File: src/rtl/chipset_boot_pkg.sv
// Shared definitions for the chipset boot sequencer: FSM states, interrupt
// packet constants and NoC header field positions.
package chipset_boot_pkg;

  typedef enum logic [2:0] {
    ST_WAIT_LOCK,
    ST_CLKEN_WAIT,
    ST_RST_WAIT,
    ST_INIT_WAIT,
    ST_HDR,
    ST_PAYLOAD,
    ST_DONE
  } boot_state_e;

  localparam logic [7:0] MSG_TYPE_INTERRUPT = 8'd32;
  localparam logic [7:0] PAYLOAD_LEN        = 8'd1;
  localparam logic [1:0] INT_TYPE_RESET     = 2'b01;
  localparam logic [4:0] INT_THREAD         = 5'd0;
  localparam logic [5:0] INT_VECTOR         = 6'd1;

  localparam int HDR_CHIPID_LSB  = 50;
  localparam int HDR_CHIPID_W    = 14;
  localparam int HDR_X_LSB       = 42;
  localparam int HDR_Y_LSB       = 34;
  localparam int HDR_COORD_W     = 8;
  localparam int HDR_FBITS_LSB   = 30;
  localparam int HDR_FBITS_W     = 4;
  localparam int HDR_LEN_LSB     = 22;
  localparam int HDR_MSGTYPE_LSB = 14;
  localparam int HDR_MSHR_LSB    = 6;
  localparam int HDR_BYTE_W      = 8;

  localparam int PLD_TYPE_LSB    = 16;
  localparam int PLD_THREAD_LSB  = 8;
  localparam int PLD_VECTOR_LSB  = 0;

  // A zero delay still spends one cycle in its wait state.
  function automatic int eff_dly(input int d);
    return (d < 1) ? 1 : d;
  endfunction

  function automatic int max3(input int a, input int b, input int c);
    int m;
    m = (a > b) ? a : b;
    return (m > c) ? m : c;
  endfunction

endpackage

File: src/rtl/chipset_boot_seq_if.sv
// Chipset-to-chip NoC1 flit channel with val/rdy handshake.
interface chipset_boot_seq_if;
  logic        noc_val;
  logic [63:0] noc_data;
  logic        noc_rdy;

  modport master (output noc_val, output noc_data, input noc_rdy);
  modport slave  (input noc_val, input noc_data, output noc_rdy);
endinterface

File: src/rtl/boot_pkt_gen.sv
// Combinational builder for the reset-interrupt (wake-up) packet: one header
// flit addressed to chipid/x/y and one payload flit starting thread 0.
module boot_pkt_gen
  import chipset_boot_pkg::*;
(
  input  logic [13:0] i_chipid,
  input  logic [7:0]  i_x,
  input  logic [7:0]  i_y,
  output logic [63:0] o_hdr,
  output logic [63:0] o_payload
);

  always_comb begin
    o_hdr = '0;
    o_hdr[HDR_CHIPID_LSB  +: HDR_CHIPID_W] = i_chipid;
    o_hdr[HDR_X_LSB       +: HDR_COORD_W]  = i_x;
    o_hdr[HDR_Y_LSB       +: HDR_COORD_W]  = i_y;
    o_hdr[HDR_FBITS_LSB   +: HDR_FBITS_W]  = '0;
    o_hdr[HDR_LEN_LSB     +: HDR_BYTE_W]   = PAYLOAD_LEN;
    o_hdr[HDR_MSGTYPE_LSB +: HDR_BYTE_W]   = MSG_TYPE_INTERRUPT;
    o_hdr[HDR_MSHR_LSB    +: HDR_BYTE_W]   = '0;
  end

  always_comb begin
    o_payload = '0;
    o_payload[PLD_TYPE_LSB   +: 2] = INT_TYPE_RESET;
    o_payload[PLD_THREAD_LSB +: 5] = INT_THREAD;
    o_payload[PLD_VECTOR_LSB +: 6] = INT_VECTOR;
  end

endmodule

File: src/rtl/chipset_boot_seq.sv
// Chip power-up sequencer and wake-up packet transmitter.
// Define PITON_WAKEUP_ALL_TILES_EN to send one wake-up packet to every tile.
module chipset_boot_seq
  import chipset_boot_pkg::*;
#(
  parameter logic [13:0] CHIPID    = 14'd0,
  parameter logic [7:0]  DEST_X    = 8'd0,
  parameter logic [7:0]  DEST_Y    = 8'd0,
  parameter int          X_TILES   = 1,
  parameter int          NUM_TILES = 1,
  parameter int          CLKEN_DLY = 10,
  parameter int          RST_DLY   = 100,
  parameter int          INIT_DLY  = 50
) (
  input  logic               clk,
  input  logic               rst,
  input  logic               pll_lock,
  output logic               clk_en,
  output logic               chip_rst_n,
  output logic               boot_done,
  chipset_boot_seq_if.master noc
);

  localparam int C_DLY   = eff_dly(CLKEN_DLY);
  localparam int R_DLY   = eff_dly(RST_DLY);
  localparam int I_DLY   = eff_dly(INIT_DLY);
  localparam int MAX_DLY = max3(C_DLY, R_DLY, I_DLY);
  localparam int CNT_W   = $clog2(MAX_DLY) + 1;

  logic [1:0]       r_sync;
  boot_state_e      r_state, w_state_nxt;
  logic [CNT_W-1:0] r_cnt, w_dly_m1;
  logic             r_clk_en, r_chip_rst_n, r_boot_done, r_noc_val;
  logic [63:0]      r_noc_data;
  logic             w_lock_s, w_fire, w_last;
  logic [7:0]       w_x, w_y;
  logic [63:0]      w_hdr, w_payload;

  assign w_lock_s = r_sync[1];
  assign w_fire   = r_noc_val & noc.noc_rdy;

`ifdef PITON_WAKEUP_ALL_TILES_EN
  localparam int IDX_W = (NUM_TILES > 1) ? $clog2(NUM_TILES) : 1;

  logic [IDX_W-1:0] r_idx, w_idx_nxt;
  logic [8:0]       w_idx_ext;

  assign w_last    = (r_idx == IDX_W'(NUM_TILES - 1));
  assign w_idx_nxt = (r_state == ST_PAYLOAD && w_fire && !w_last) ? r_idx + IDX_W'(1) : r_idx;
  // Coordinates follow the index the header is about to carry.
  assign w_idx_ext = 9'(w_idx_nxt);
  assign w_x       = 8'(w_idx_ext % 9'(X_TILES));
  assign w_y       = 8'(w_idx_ext / 9'(X_TILES));

  always_ff @(posedge clk) begin
    if (rst) r_idx <= '0;
    else     r_idx <= w_idx_nxt;
  end
`else
  assign w_last = 1'b1;
  assign w_x    = DEST_X;
  assign w_y    = DEST_Y;
`endif

  boot_pkt_gen u_pkt_gen (
    .i_chipid  (CHIPID),
    .i_x       (w_x),
    .i_y       (w_y),
    .o_hdr     (w_hdr),
    .o_payload (w_payload)
  );

  always_comb begin
    // NOTE: every output of this block gets a default first so no latch is inferred.
    w_state_nxt = r_state;
    w_dly_m1    = '0;
    unique case (r_state)
      ST_WAIT_LOCK:  if (w_lock_s) w_state_nxt = ST_CLKEN_WAIT;
      ST_CLKEN_WAIT: begin
        w_dly_m1 = CNT_W'(C_DLY - 1);
        if (r_cnt == w_dly_m1) w_state_nxt = ST_RST_WAIT;
      end
      ST_RST_WAIT: begin
        w_dly_m1 = CNT_W'(R_DLY - 1);
        if (r_cnt == w_dly_m1) w_state_nxt = ST_INIT_WAIT;
      end
      ST_INIT_WAIT: begin
        w_dly_m1 = CNT_W'(I_DLY - 1);
        if (r_cnt == w_dly_m1) w_state_nxt = ST_HDR;
      end
      ST_HDR:        if (w_fire) w_state_nxt = ST_PAYLOAD;
      ST_PAYLOAD:    if (w_fire) w_state_nxt = w_last ? ST_DONE : ST_HDR;
      ST_DONE:       w_state_nxt = ST_DONE;
      default:       w_state_nxt = ST_WAIT_LOCK;
    endcase
  end

  // Outputs are registered from the next state so they change with the state.
  always_ff @(posedge clk) begin
    // NOTE: sequential state uses non-blocking assignments so all flops update together.
    if (rst) begin
      r_sync       <= '0;
      r_state      <= ST_WAIT_LOCK;
      r_cnt        <= '0;
      r_clk_en     <= 1'b0;
      r_chip_rst_n <= 1'b0;
      r_boot_done  <= 1'b0;
      r_noc_val    <= 1'b0;
      r_noc_data   <= '0;
    end else begin
      r_sync       <= {r_sync[0], pll_lock};
      r_state      <= w_state_nxt;
      r_cnt        <= (w_state_nxt != r_state) ? '0 : r_cnt + CNT_W'(1);
      r_clk_en     <= !(w_state_nxt inside {ST_WAIT_LOCK, ST_CLKEN_WAIT});
      r_chip_rst_n <= !(w_state_nxt inside {ST_WAIT_LOCK, ST_CLKEN_WAIT, ST_RST_WAIT});
      r_boot_done  <= (w_state_nxt == ST_DONE);
      r_noc_val    <= (w_state_nxt inside {ST_HDR, ST_PAYLOAD});
      r_noc_data   <= (w_state_nxt == ST_HDR)     ? w_hdr :
                      (w_state_nxt == ST_PAYLOAD) ? w_payload : '0;
    end
  end

  assign clk_en       = r_clk_en;
  assign chip_rst_n   = r_chip_rst_n;
  assign boot_done    = r_boot_done;
  assign noc.noc_val  = r_noc_val;
  assign noc.noc_data = r_noc_data;

endmodule
File: src/flat_wrapper.sv
// flat-port wrapper written by rule: the top's interface ports become plain ports
module chipset_boot_seq_flat import chipset_boot_pkg::*;
#(
  parameter logic [13:0] CHIPID    = 14'd0,
  parameter logic [7:0]  DEST_X    = 8'd0,
  parameter logic [7:0]  DEST_Y    = 8'd0,
  parameter int          X_TILES   = 1,
  parameter int          NUM_TILES = 1,
  parameter int          CLKEN_DLY = 10,
  parameter int          RST_DLY   = 100,
  parameter int          INIT_DLY  = 50
)
  (clk, rst, pll_lock, clk_en, chip_rst_n, boot_done, noc_noc_val, noc_noc_data, noc_noc_rdy);
  chipset_boot_seq_if noc_i ();
  input  logic clk;
  input  logic rst;
  input  logic pll_lock;
  output logic clk_en;
  output logic chip_rst_n;
  output logic boot_done;
  output wire logic [$bits(noc_i.noc_val)-1:0] noc_noc_val;
  output wire logic [$bits(noc_i.noc_data)-1:0] noc_noc_data;
  input wire logic [$bits(noc_i.noc_rdy)-1:0] noc_noc_rdy;
  assign noc_noc_val = noc_i.noc_val;
  assign noc_noc_data = noc_i.noc_data;
  assign noc_i.noc_rdy = noc_noc_rdy;
  chipset_boot_seq #(.CHIPID(CHIPID), .DEST_X(DEST_X), .DEST_Y(DEST_Y), .X_TILES(X_TILES), .NUM_TILES(NUM_TILES), .CLKEN_DLY(CLKEN_DLY), .RST_DLY(RST_DLY), .INIT_DLY(INIT_DLY)) u_core (.clk(clk), .rst(rst), .pll_lock(pll_lock), .clk_en(clk_en), .chip_rst_n(chip_rst_n), .boot_done(boot_done), .noc(noc_i));
endmodule
File: config.mk
export PLATFORM = sky130hd
export DESIGN_NAME = chipset_boot_seq_flat
export DESIGN_NICKNAME = d
export VERILOG_FILES = /design/src/rtl/chipset_boot_pkg.sv /design/src/rtl/chipset_boot_seq_if.sv /design/src/rtl/boot_pkt_gen.sv /design/src/rtl/chipset_boot_seq.sv /design/src/flat_wrapper.sv
export SDC_FILE = /design/constraint.sdc
export NUM_CORES = 1
export LEC_CHECK = 0
export ABC_AREA = 1
export CORE_MARGIN = 2
export CORE_UTILIZATION = 43
export CTS_BUF_LIST = sky130_fd_sc_hd__clkbuf_4 sky130_fd_sc_hd__clkbuf_8
export DETAILED_ROUTE_END_ITERATION = 8
export GPL_ROUTABILITY_DRIVEN = 0
export HOLD_SLACK_MARGIN = 0.08
export PLACE_DENSITY = 0.89
export SYNTH_ARGS = -nofsm -noshare
export SYNTH_HDL_FRONTEND = slang
export SYNTH_SLANG_ARGS = --single-unit
File: constraint.sdc
create_clock -name clk -period 2.5 [get_ports clk]
set_clock_uncertainty 0.15 [all_clocks]
set_input_delay 0.375 -clock clk [delete_from_list [all_inputs] [get_ports clk]]
set_output_delay 0.375 -clock clk [all_outputs]
set_load 0.01 [all_outputs]
==> reports/results.tsv <==
metric	value	unit
path_cells	clkdlybuf4s50_1	
grt_pass1_wl	2590	µm
area_delta_synth_final	-4.96	%
grt_start_max_net_pins	12	
root_buffer	clkbuf_4	
numCtsBuffers	3	
ir_drop	0.255	mV
wl	1640	µm
fin_crit_sh	68.7	%
drt-initial-drc-count	10	
rows	20	
reg2reg_depth	8	
cts_tree	done	
final_cells	220	
p_comb_share	14.2	%
yosysSeqAreaShare	29.0	%
critical_path_class	reg -> out	
synth_warnings	0	
yosysTopAreaCell	buf_4	
dpl.hpwl	1390	µm
min_path_type	reg -> reg	
slew_violations	0	
crit_path_end_kind	output pin	
r2r_setup_slack	0.91	ns
synth.most_common_cell	buf_4	
start_util	44.1	%
grt_overflow_total	0	
drt-pass1-iter-count	4	
synth_edf_count	0	
insertion_delay	0.30	ns
num_vias	862	
period_minus_slack	1.72	ns
synth.area.top_cells	buf_4 35%, dfxtp_1 29%, nor2_1 8.3%	
postSynth.asyncResetShare	0	%
crit_slowest_cell	clkdlybuf4s50_1	
postCtsSetupBuffers	0	
p_per_area	436	mW/mm²
final_nets	194	
synth.avg_cell_area	7.50	µm²
yosys-top-cells-count	62 x buf_4, 29 x nor2_1, 19 x dfxtp_1	
ctsHoldBuffers	0	
cpPeakStageDelay	0.55	ns
die_h	59.3	µm
htreeDepth	1	
min_from	u_core.r_sync[0]	
cp-start-kind	register	
core-area	0.00298	mm²
max_cap_viol_count	0	
multi_input_comb_area	621	µm²
fillCellCount	299	
drive_above_1_share	7.49	%
cp.arrival	1.19	ns
dpl.cell_count	216	
swShare	29.1	%
antenna_left	0	
min_to	u_core.r_sync[1]	
power.leakage	0.625	nW
rsz0062_at_grt	false	
cp.required	1.98	ns
hold_viol	0	
reg2reg_from	u_core.r_cnt[0]	
p_sw	158	µW
synthCells	175	
crit_buf_inv	1	
finalCoreUtilization	41.9	%
antenna_found_initial	0	
ff_latch_area	380	µm²
status	complete, no violations	
cts_buffer_depth	2	
die-area	0.00351	mm²
syn_area	0.00131	mm²
setup_viol	0	
seqPwrFrac	58.2	%
synth-main-ff-cell	dfxtp_1	
grt_pass1_vias	623	
fmax	0.582	GHz
track_usage	9.52	%
rr_endpoint	u_core.r_cnt[2]	
port_buffers	11	
wl_per_cell	7.44	µm
fin_tns_setup	0	ns
ioPinCount	72	
timing.hold.ws	0.267	ns
drc	0	
clkPwrFrac	27.6	%
power.internal	385	µW
cts.reportedPaths.clkPinSlew	0.10	ns
crit_path_max_fanout	2	
cts_resized	0	
whs_path_depth	2	
antennaDiodeCount	0	
die_x	59.3	µm
viasPerCell	3.92	
cts_sinks	19	
synth.ff_latch_count	19	
critical-path-top-delay-family	buffers and inverters	
synth.distinct_cells	24	
yosysTopAreaCellShare	35.5	%
==> layout by cell type (no fill, tap or decap), drive strengths merged, types with 3 or more instances in the layout <==
| cell | n |
|---|---|
| conb | 60 |
| nor2 | 31 |
| dfxtp | 19 |
| inv | 18 |
| nand2 | 16 |
| clkdlybuf4s50 | 11 |
| nand3 | 11 |
| xor2 | 3 |
| xnor2 | 3 |
| clkbuf | 3 |
==> cell type report <==
type / instances / area share [%]
multi-input cells: 135 / 49.7
flip-flops and latches: 19 / 30.5
repair buffers: 11 / 8.83
inverters: 18 / 5.42
well taps: 33 / 3.31
clock buffers: 3 / 1.81
clock inverters: 1 / 0.401
==> logic make-up (layout without fill, tap and decap cells) <==
family	Yosys count	count (layout)	synth area share [%]
AO/OA/AOI/OAI	5	5	2.38
XOR/XNOR	6	6	4.00
adder cells (fa/ha/maj)	2	2	1.91
AND/OR/NAND/NOR	62	62	21.8
other	1	60	0.286
buffers and inverters	80	33	40.6
flip-flops	19	19	29.0
==> per-layer routing <==
metal  share of wire, %  vias to the layer above  track usage, %  wire (µm)
met3                6.4                        4            1.31        104
met4                1.6                        0            5.84         27
met2                 49                       38            15.5        800
li1                   -                      434               -          -
met1                 43                      386            11.8        704
met5                  0                        -               0          0
==> registers in the layout (all words and copies together), names as in the netlist <==
signal	count
u_core.noc.noc_data	2
u_core.r_state	3
u_core.boot_done	1
u_core.noc.noc_val	1
u_core.r_cnt	8
u_core.chip_rst_n	1
u_core.r_sync	2
u_core.clk_en	1
==> how the worst max path moves through the flow <==
stage / from / endpoint / slack [ns] / cells past startpoint
3_3_place_gp: noc_noc_rdy / u_core.r_cnt[0] / 0.71 / 8
2_1_floorplan: u_core.r_cnt[0] / u_core.r_cnt[0] / 1.08 / 8
6_report: u_core.noc.noc_val / noc_noc_val / 0.78 / 1
3_5_place_dp: noc_noc_rdy / u_core.r_cnt[2] / 0.70 / 8
4_1_cts: u_core.noc.noc_val / noc_noc_val / 0.76 / 1
5_1_grt: u_core.r_cnt[3] / u_core.r_cnt[2] / 0.70 / 7
==> power by group through the flow <==
stage / registers [mW] / clock network, mW / logic, mW
2_1_floorplan: 0.322 / 0 / 0.135
4_1_cts: 0.316 / 0.158 / 0.0755
3_5_place_dp: 0.323 / 0 / 0.0753
6_report: 0.316 / 0.150 / 0.0769
3_3_place_gp: 0.323 / 0 / 0.0744
5_1_grt: 0.317 / 0.164 / 0.0902
==> worst min-delay path, cell delays in order (launching register included) <==
cell	delay (ns)
dfxtp_1	0.31
inv_1	0.05
nor2_1	0.03
==> metrics by stage <==
| stage | setup slack, ns | power [mW] | instance area, µm² |
|---|---|---|---|
| final | 0.782 | 0.543 | 1250 |
| after global routing | 0.699 | 0.572 | 1250 |
| after CTS | 0.764 | 0.550 | 1250 |
| after detailed placement | 0.702 | 0.399 | 1220 |
| after global placement | 0.714 | 0.397 | 1220 |
| after floorplan | 1.08 | 0.457 | 1530 |
No activity file was read; power rests on OpenSTA's default activity.
